==> src/rtl/gray_conv_sched_if.sv <==
// Bus between two Gray-coded position sources and the shared Gray-to-binary scheduler.
// The master side drives the request and code lines; the slave side returns results.
interface gray_conv_sched_if #(
    parameter int WIDTH = 4
);
    logic             req0;
    logic [WIDTH-1:0] gray0;
    logic             req1;
    logic [WIDTH-1:0] gray1;
    logic             ack0;
    logic             ack1;
    logic [WIDTH-1:0] bin_out;
    logic             bin_valid;
    logic             bin_src;
    logic             step_err;
    logic [7:0]       err_cnt;

    modport master (
        output req0, gray0, req1, gray1,
        input  ack0, ack1, bin_out, bin_valid, bin_src, step_err, err_cnt
    );

    modport slave (
        input  req0, gray0, req1, gray1,
        output ack0, ack1, bin_out, bin_valid, bin_src, step_err, err_cnt
    );
endinterface

==> src/rtl/gray_conv_sched.sv <==
// Round-robin scheduler that shares one Gray-to-binary converter between two Gray sources,
// returning the binary result with an acknowledge and flagging multi-bit Gray steps per channel.
module gray_conv_sched #(
    parameter int WIDTH = 4
) (
    input  logic               clk,
    input  logic               rst,
    gray_conv_sched_if.slave   bus
);
    typedef enum logic [1:0] {IDLE, CONV, DONE} state_t;

    state_t           state_q, state_d;
    logic [WIDTH-1:0] g_lat_q, g_lat_d;
    logic             sel_q, sel_d;
    logic             rr_q, rr_d;
    logic [1:0]       hist_q, hist_d;
    logic [WIDTH-1:0] last_g_q [2];
    logic [WIDTH-1:0] last_g_d [2];
    logic [WIDTH-1:0] bin_out_q, bin_out_d;
    logic             bin_src_q, bin_src_d;
    logic             ack0_q, ack0_d;
    logic             ack1_q, ack1_d;
    logic             bin_valid_q, bin_valid_d;
    logic             step_err_q, step_err_d;
    logic [7:0]       err_cnt_q, err_cnt_d;
    logic             grant_ch;
    logic             bad_step;

    function automatic logic [WIDTH-1:0] gray2bin(input logic [WIDTH-1:0] g);
        logic [WIDTH-1:0] b;
        b = g;
        for (int i = WIDTH - 2; i >= 0; i--) begin
            b[i] = b[i+1] ^ g[i];
        end
        return b;
    endfunction

    function automatic int unsigned popcount(input logic [WIDTH-1:0] v);
        int unsigned n;
        n = 0;
        for (int i = 0; i < WIDTH; i++) begin
            n = n + 32'(v[i]);
        end
        return n;
    endfunction

    always_ff @(posedge clk) begin
        if (rst) begin
            state_q     <= IDLE;
            g_lat_q     <= '0;
            sel_q       <= 1'b0;
            rr_q        <= 1'b0;
            hist_q      <= 2'b00;
            last_g_q[0] <= '0;
            last_g_q[1] <= '0;
            bin_out_q   <= '0;
            bin_src_q   <= 1'b0;
            ack0_q      <= 1'b0;
            ack1_q      <= 1'b0;
            bin_valid_q <= 1'b0;
            step_err_q  <= 1'b0;
            err_cnt_q   <= 8'd0;
        end else begin
            state_q     <= state_d;
            g_lat_q     <= g_lat_d;
            sel_q       <= sel_d;
            rr_q        <= rr_d;
            hist_q      <= hist_d;
            last_g_q[0] <= last_g_d[0];
            last_g_q[1] <= last_g_d[1];
            bin_out_q   <= bin_out_d;
            bin_src_q   <= bin_src_d;
            ack0_q      <= ack0_d;
            ack1_q      <= ack1_d;
            bin_valid_q <= bin_valid_d;
            step_err_q  <= step_err_d;
            err_cnt_q   <= err_cnt_d;
        end
    end

    always_comb begin
        state_d = state_q;
        case (state_q)
            IDLE:    if (bus.req0 || bus.req1) state_d = CONV;
            CONV:    state_d = DONE;
            DONE:    state_d = IDLE;
            default: state_d = IDLE;
        endcase
    end

    // On a tie the pointer names the channel that was not served last.
    assign grant_ch = (bus.req0 && bus.req1) ? rr_q : bus.req1;
    assign bad_step = hist_q[sel_q] && (popcount(g_lat_q ^ last_g_q[sel_q]) > 32'd1);

    always_comb begin
        g_lat_d     = g_lat_q;
        sel_d       = sel_q;
        rr_d        = rr_q;
        hist_d      = hist_q;
        last_g_d[0] = last_g_q[0];
        last_g_d[1] = last_g_q[1];
        bin_out_d   = bin_out_q;
        bin_src_d   = bin_src_q;
        ack0_d      = 1'b0;
        ack1_d      = 1'b0;
        bin_valid_d = 1'b0;
        step_err_d  = 1'b0;
        err_cnt_d   = err_cnt_q;
        case (state_q)
            IDLE: begin
                if (bus.req0 || bus.req1) begin
                    sel_d   = grant_ch;
                    g_lat_d = grant_ch ? bus.gray1 : bus.gray0;
                end
            end
            // Result and pulses are registered here so they are visible throughout DONE.
            CONV: begin
                bin_out_d   = gray2bin(g_lat_q);
                bin_src_d   = sel_q;
                ack0_d      = ~sel_q;
                ack1_d      = sel_q;
                bin_valid_d = 1'b1;
                step_err_d  = bad_step;
                if (bad_step && (err_cnt_q != 8'hFF)) err_cnt_d = err_cnt_q + 8'd1;
            end
            DONE: begin
                last_g_d[sel_q] = g_lat_q;
                hist_d[sel_q]   = 1'b1;
                rr_d            = ~sel_q;
            end
            default: ;
        endcase
    end

    assign bus.ack0      = ack0_q;
    assign bus.ack1      = ack1_q;
    assign bus.bin_out   = bin_out_q;
    assign bus.bin_valid = bin_valid_q;
    assign bus.bin_src   = bin_src_q;
    assign bus.step_err  = step_err_q;
    assign bus.err_cnt   = err_cnt_q;
endmodule

==> src/flat_wrapper.sv <==
// flat-port wrapper written by rule: the top's interface ports become plain ports
module gray_conv_sched_flat 
#(
    parameter int WIDTH = 4
)
  (clk, rst, bus_req0, bus_gray0, bus_req1, bus_gray1, bus_ack0, bus_ack1, bus_bin_out, bus_bin_valid, bus_bin_src, bus_step_err, bus_err_cnt);
  gray_conv_sched_if #(.WIDTH(WIDTH)) bus_i ();
  input  logic clk;
  input  logic rst;
  input wire logic [$bits(bus_i.req0)-1:0] bus_req0;
  input wire logic [$bits(bus_i.gray0)-1:0] bus_gray0;
  input wire logic [$bits(bus_i.req1)-1:0] bus_req1;
  input wire logic [$bits(bus_i.gray1)-1:0] bus_gray1;
  output wire logic [$bits(bus_i.ack0)-1:0] bus_ack0;
  output wire logic [$bits(bus_i.ack1)-1:0] bus_ack1;
  output wire logic [$bits(bus_i.bin_out)-1:0] bus_bin_out;
  output wire logic [$bits(bus_i.bin_valid)-1:0] bus_bin_valid;
  output wire logic [$bits(bus_i.bin_src)-1:0] bus_bin_src;
  output wire logic [$bits(bus_i.step_err)-1:0] bus_step_err;
  output wire logic [$bits(bus_i.err_cnt)-1:0] bus_err_cnt;
  assign bus_i.req0 = bus_req0;
  assign bus_i.gray0 = bus_gray0;
  assign bus_i.req1 = bus_req1;
  assign bus_i.gray1 = bus_gray1;
  assign bus_ack0 = bus_i.ack0;
  assign bus_ack1 = bus_i.ack1;
  assign bus_bin_out = bus_i.bin_out;
  assign bus_bin_valid = bus_i.bin_valid;
  assign bus_bin_src = bus_i.bin_src;
  assign bus_step_err = bus_i.step_err;
  assign bus_err_cnt = bus_i.err_cnt;
  gray_conv_sched #(.WIDTH(WIDTH)) u_core (.clk(clk), .rst(rst), .bus(bus_i));
endmodule
==> config.mk <==
export PLATFORM = sky130hd
export DESIGN_NAME = gray_conv_sched_flat
export DESIGN_NICKNAME = d
export VERILOG_FILES = /design/src/rtl/gray_conv_sched_if.sv /design/src/rtl/gray_conv_sched.sv /design/src/flat_wrapper.sv
export SDC_FILE = /design/constraint.sdc
export NUM_CORES = 1
export LEC_CHECK = 0
export BUFFER_PORTS_ARGS = -buffer_cell sky130_fd_sc_hd__buf_4
export CORE_MARGIN = 3
export CORE_UTILIZATION = 56
export CTS_BUF_LIST = sky130_fd_sc_hd__clkbuf_4
export CTS_CLUSTER_DIAMETER = 80
export DETAILED_ROUTE_END_ITERATION = 7
export PLACE_DENSITY = 0.81
export SLEW_MARGIN = 20
export SYNTH_ARGS = -nofsm -noshare
export SYNTH_HDL_FRONTEND = slang
export SYNTH_SLANG_ARGS = --single-unit
==> constraint.sdc <==
create_clock -name clk -period 2.6 [get_ports clk]
set_input_delay 0.52 -clock clk [delete_from_list [all_inputs] [get_ports clk]]
set_output_delay 0.52 -clock clk [all_outputs]
set_load 0.01 [all_outputs]
* Word level (Yosys, flattened, before mapping)
Memories as Yosys holds them, arrays and structs flattened. A register that Yosys moved wholly into a read port is not among the register bits.
Cells that the tools add are included.
W data, S select, Z words.
** Storage, ports and cells
- Flip-flop bits (word level) :: 27
- Bits in writable memories :: 8
- Memories kept :: 1
** Memories
- u_core.last_g_q :: words 2, bits a word 4, read ports 3, clocked after Yosys merged registers in 1, wr ports 2, line gray_conv_sched.sv:17 : logic [WIDTH-1:0] last_g_q [2];
** Cells by class
- Add/subtract/negate cells :: 4
- Order comparisons :: 5
- Eq/ne operators :: 4
- Multiplexer cells :: 20
- Bitwise gates (word level) :: 10
- Reduce and logical (&&, ||, !) cells :: 10
** Operators with widths (count)
- $add A32 B1 Y32 :: 2
- $gt A32 B1 Y1 const B :: 1
- $mux W4 :: 4
- $mux W1 :: 10
- $add A8 B1 Y8 const B :: 1
- $bwmux W8 :: 1
- $mux W8 :: 1
- $ne A8 B8 Y1 const B :: 1
- $logic_and A1 B1 Y1 :: 5
- $demux W4 S1 :: 1
- $pmux W2 S2 :: 1
- $reduce_and A2 Y1 :: 2
- $xor A4 B4 Y4 :: 1
- $xor A1 B1 Y1 :: 3
- $add A1 B1 Y2 :: 1
- $eq A2 B1 Y1 const B :: 1
- $eq A2 B2 Y1 const B :: 1
- $ge A2 B2 Y1 const B :: 1
- $logic_not A2 Y1 :: 1
- $lt A1 B2 Y1 const B :: 1
- $lt A2 B1 Y1 const B :: 1
- $mux W2 :: 1
- $ne A2 B1 Y1 const B :: 1
- $not A1 Y1 :: 2
- 7 further kinds :: 8

* Depth between registers and ports, before layout
- Word-level depth :: 8
- Depth in mapped cells :: 11
- Depth with buffers taken out :: 9

* Least setup slack after synthesis
No wires, ideal clock.
- Path type :: reg2reg
- Start :: reg (tool-made name)
- End :: reg u_core.err_cnt_q[6], in the netlist u_core.bus.err_cnt[6]
- Library setup time :: 0.071 ns
- Arrival time :: 2.095 ns
- Data required time :: 2.529 ns
- Path slack :: 0.435 ns
- Stages on the path, launching flop included :: 12
- Buffers on the path :: 2
- Clock period less this slack :: 2.165 ns
- Cell sequence :: dfxtp_1 buf_6 mux2i_1 xnor2_1 ha_1 ha_1 nor3_1 nor2_1 nand3_2 buf_6 or3_1 a21oi_1
** RTL lines
- end signal: assignment :: line gray_conv_sched.sv:77 : err_cnt_q <= err_cnt_d;
- end: declaration :: line gray_conv_sched.sv:25 : logic [7:0] err_cnt_q, err_cnt_d;

==> out/metrics.yaml <==
synth_edf_count: 0
first_global_vias: 1196
synth.area.top_cells: "dfxtp_1 47%, mux2i_1 12%, nor2_1 6.9%"
cts.clk_slew.worst_paths_ns: 0.11
chipWidth_um: 58.19
fin_crit_sh_pct: 90.13
fp.dieH_um: 58.19
wl_um: 3145
finalSetupTns_ns: 0
io_buffer_count: 28
fin_cells: 219
reg2reg_to: "u_core.bus.err_cnt[3]"
fp.dieArea_um2: 3386
slew_headroom_pct: 62.65
holdCritStartpoint: "u_core.hist_q[1]"
layout-drive-gt1-share_pct: 22.22
synth_nets: 177
critPathRequiredTime_ns: 2.87
grt_busiest_layer: "met2"
synth_compound_area_share_pct: 11.07
use_met1_pct: 23.48
root_buffer: "clkbuf_4"
ys_ff_latch: 36
areaGrowthSynthToFinish_pct: 18.38
setup_viol: 0
mostFrequentLayoutCells: "35 x dfxtp_1, 28 x buf_4, 27 x nor2_1"
clock_sinks: 36
outcome: "finished, final reports clean"
end_kind: "register"
postLayoutCoreUtil_pct: 71.58
antenna_cells: 0
fillers: 203
vias_per_cell: 5.731
ant_nets: 0
io_pins: 29
synth_top_area_cell: "dfxtp_1"
fp.coreArea_um2: 2522
dp_hpwl_um: 2230
ctsLongestPathBuffers: 2
drc_errors: 0
tightest_slew_ns: 0.5581
synth_simple_gate_area_share_pct: 18.13
fin_nets: 203
drtPass1Iterations: 4
path_max_fanout: 14
synthFlopType: "dfxtp_1"
finalWeightedCongestion: 0.8113
cts_tree: "yes"
ir_drop_uv: 597.9
fin_crit_ns: 2.343
muxShareOfSynthArea_pct: 12.47
yosysUniqueCellTypes: 30
hold_violations: 0
synth_top_family_by_area: "simple AND/OR/NAND/NOR gates"
initial_core_util_pct: 60.47
grt_overflow_total: 0
cap_violations: 0
grt_max_degree: 34
vias: 1255
power.density_nw_per_um2: 633.4
rows: 18
power_w: 0.001144
synth_area_um2: 1525
hold_end: "u_core.hist_q[1]"
syn_inst: 162
ys_warn_count: 0
crit_arrival_ns: 2.61
place_inst: 211
path_class: "register to register"
grt_pass1_wl_um: 5264
global_route.usage.met3_pct: 5.791
min_path_type: "register to register"
holdWs_ns: 0.4610
dr.first_iter.drc_count: 70
grtUsageMet2_pct: 35.00
grt.total_usage_pct: 20.62
leakage_nw: 0.7703
final-max-slew-violation-count: 0
yosysTopAreaCellShare_pct: 47.25
antenna_found_initial: 0
rsz0062_at_grt: "no"
cts_buffers: 5
clock_skew_ns: 0.01232
clk_latency_ns: 0.34
htreeDepth: 2
r2r_slack_ns: 0.26
reg2reg_depth: 9
min_path_cells: 2
async_flop_share_pct: 0
fmaxAchievable_mhz: 426.7
synthXorXnorAreaFrac_pct: 4.020
seq_area_frac_synth_pct: 47.25
syn_area_per_cell_um2: 9.415
wl_per_cell_um: 14.36
final_common_cell: "dfxtp_1"
synth_fa_ha_area_share_pct: 2.461
cp-start-kind: "register"
worst max path at each step:
| stage | from | end | slack, ns | depth (start not counted) |
|---|---|---|---|---|
| global placement | register | u_core.bus.err_cnt[7] | 0.32 | 9 |
| finish | register | u_core.bus.err_cnt[3] | 0.26 | 9 |
| CTS | register | u_core.bus.err_cnt[3] | 0.14 | 9 |
| floorplan | register | u_core.bus.err_cnt[6] | 0.43 | 11 |
| global route | register | u_core.bus.err_cnt[5] | 0.06 | 9 |
| detailed placement | register | u_core.bus.err_cnt[7] | 0.18 | 9 |
report_power, final:
part	internal [W]	total, W	switching (W)
Combinational	0.0000689	0.000144	0.0000751
Sequential	0.000576	0.000604	0.0000283
Clock	0.000212	0.000396	0.000184
synth_stat cells, types with 3 or more instances:
cell      number
ha_1           3
mux2i_1       19
buf_6          3
or3_1          6
a21oi_1       12
clkbuf_1       4
nor2_1        28
o21ai_0        7
nand3_1        3
dfxtp_1       36
nand2_1        5
inv_1          3
xnor2_1        4
nor3_1         4
xor2_1         3
a211oi_1       6
layout make-up:
cell class / count / area [um2] / share of cell area [%]
multi-input cells: 114 / 744.5 / 41.23
flip-flops and latches: 36 / 721.9 / 39.99
repair buffers: 28 / 210.2 / 11.64
clock buffers: 6 / 45.04 / 2.495
well taps: 30 / 37.54 / 2.079
clock inverters: 2 / 35.03 / 1.940
inverters: 3 / 11.26 / 0.6237
state kept, by name (all words and copies together) (netlist names), named ones only:
| register | count |
|---|---|
| u_core.bus.bin_out | 4 |
| u_core.bus.ack0 | 1 |
| u_core.bus.ack1 | 1 |
| u_core.bus.err_cnt | 8 |
| u_core.last_g_q | 8 |
| u_core.g_lat_q | 4 |
| u_core.hist_q | 2 |
| u_core.bus.bin_src | 1 |
| u_core.rr_q | 1 |
| u_core.sel_q | 1 |
| u_core.bus.step_err | 1 |
| u_core.state_q | 2 |
| u_core.bus.bin_valid | 1 |
metrics by stage:
| stage | setup WS [ns] | instance area (um2) |
|---|---|---|
| 3_5_place_dp | 0.1798 | 1714 |
| 2_1_floorplan | 0.4346 | 1525 |
| 4_1_cts | 0.1417 | 1794 |
| 3_3_place_gp | 0.3173 | 1714 |
| 6_report | 0.2567 | 1805 |
| 5_1_grt | 0.05587 | 1805 |
worst max-delay path, cell delays in order, from the launching register on:
cell	delay [ns]
dfxtp_2	0.40
mux2i_1	0.25
xnor2_1	0.09
ha_1	0.29
ha_1	0.18
nor3_1	0.06
mux2i_1	0.27
nand3_4	0.20
or3_1	0.39
a21oi_1	0.16
cells by family after synthesis:
| logic type | Yosys count |
|---|---|
| muxes | 19 |
| adders and majority gates | 3 |
| and+or+nand+nor | 57 |
| buffers and inverters | 12 |
| DFF | 36 |
| AOI/OAI and AO/OA | 28 |
| xor gates and xnor gates | 7 |
timing repair:
item	4_1_cts	5_1_grt
gates resized for setup	0	3
setup endpoints to repair	0	6
hold buffers	0	0
buffers inserted	0	0
routing by layer:
metal	vias up	wire [um]	part of all wire, %
li1	611	-	-
met1	596	1316	42
met2	42	1603	51
met3	6	182	5.8
met4	0	43	1.4
met5	-	0	0
No activity file was read; power rests on OpenSTA's default activity.
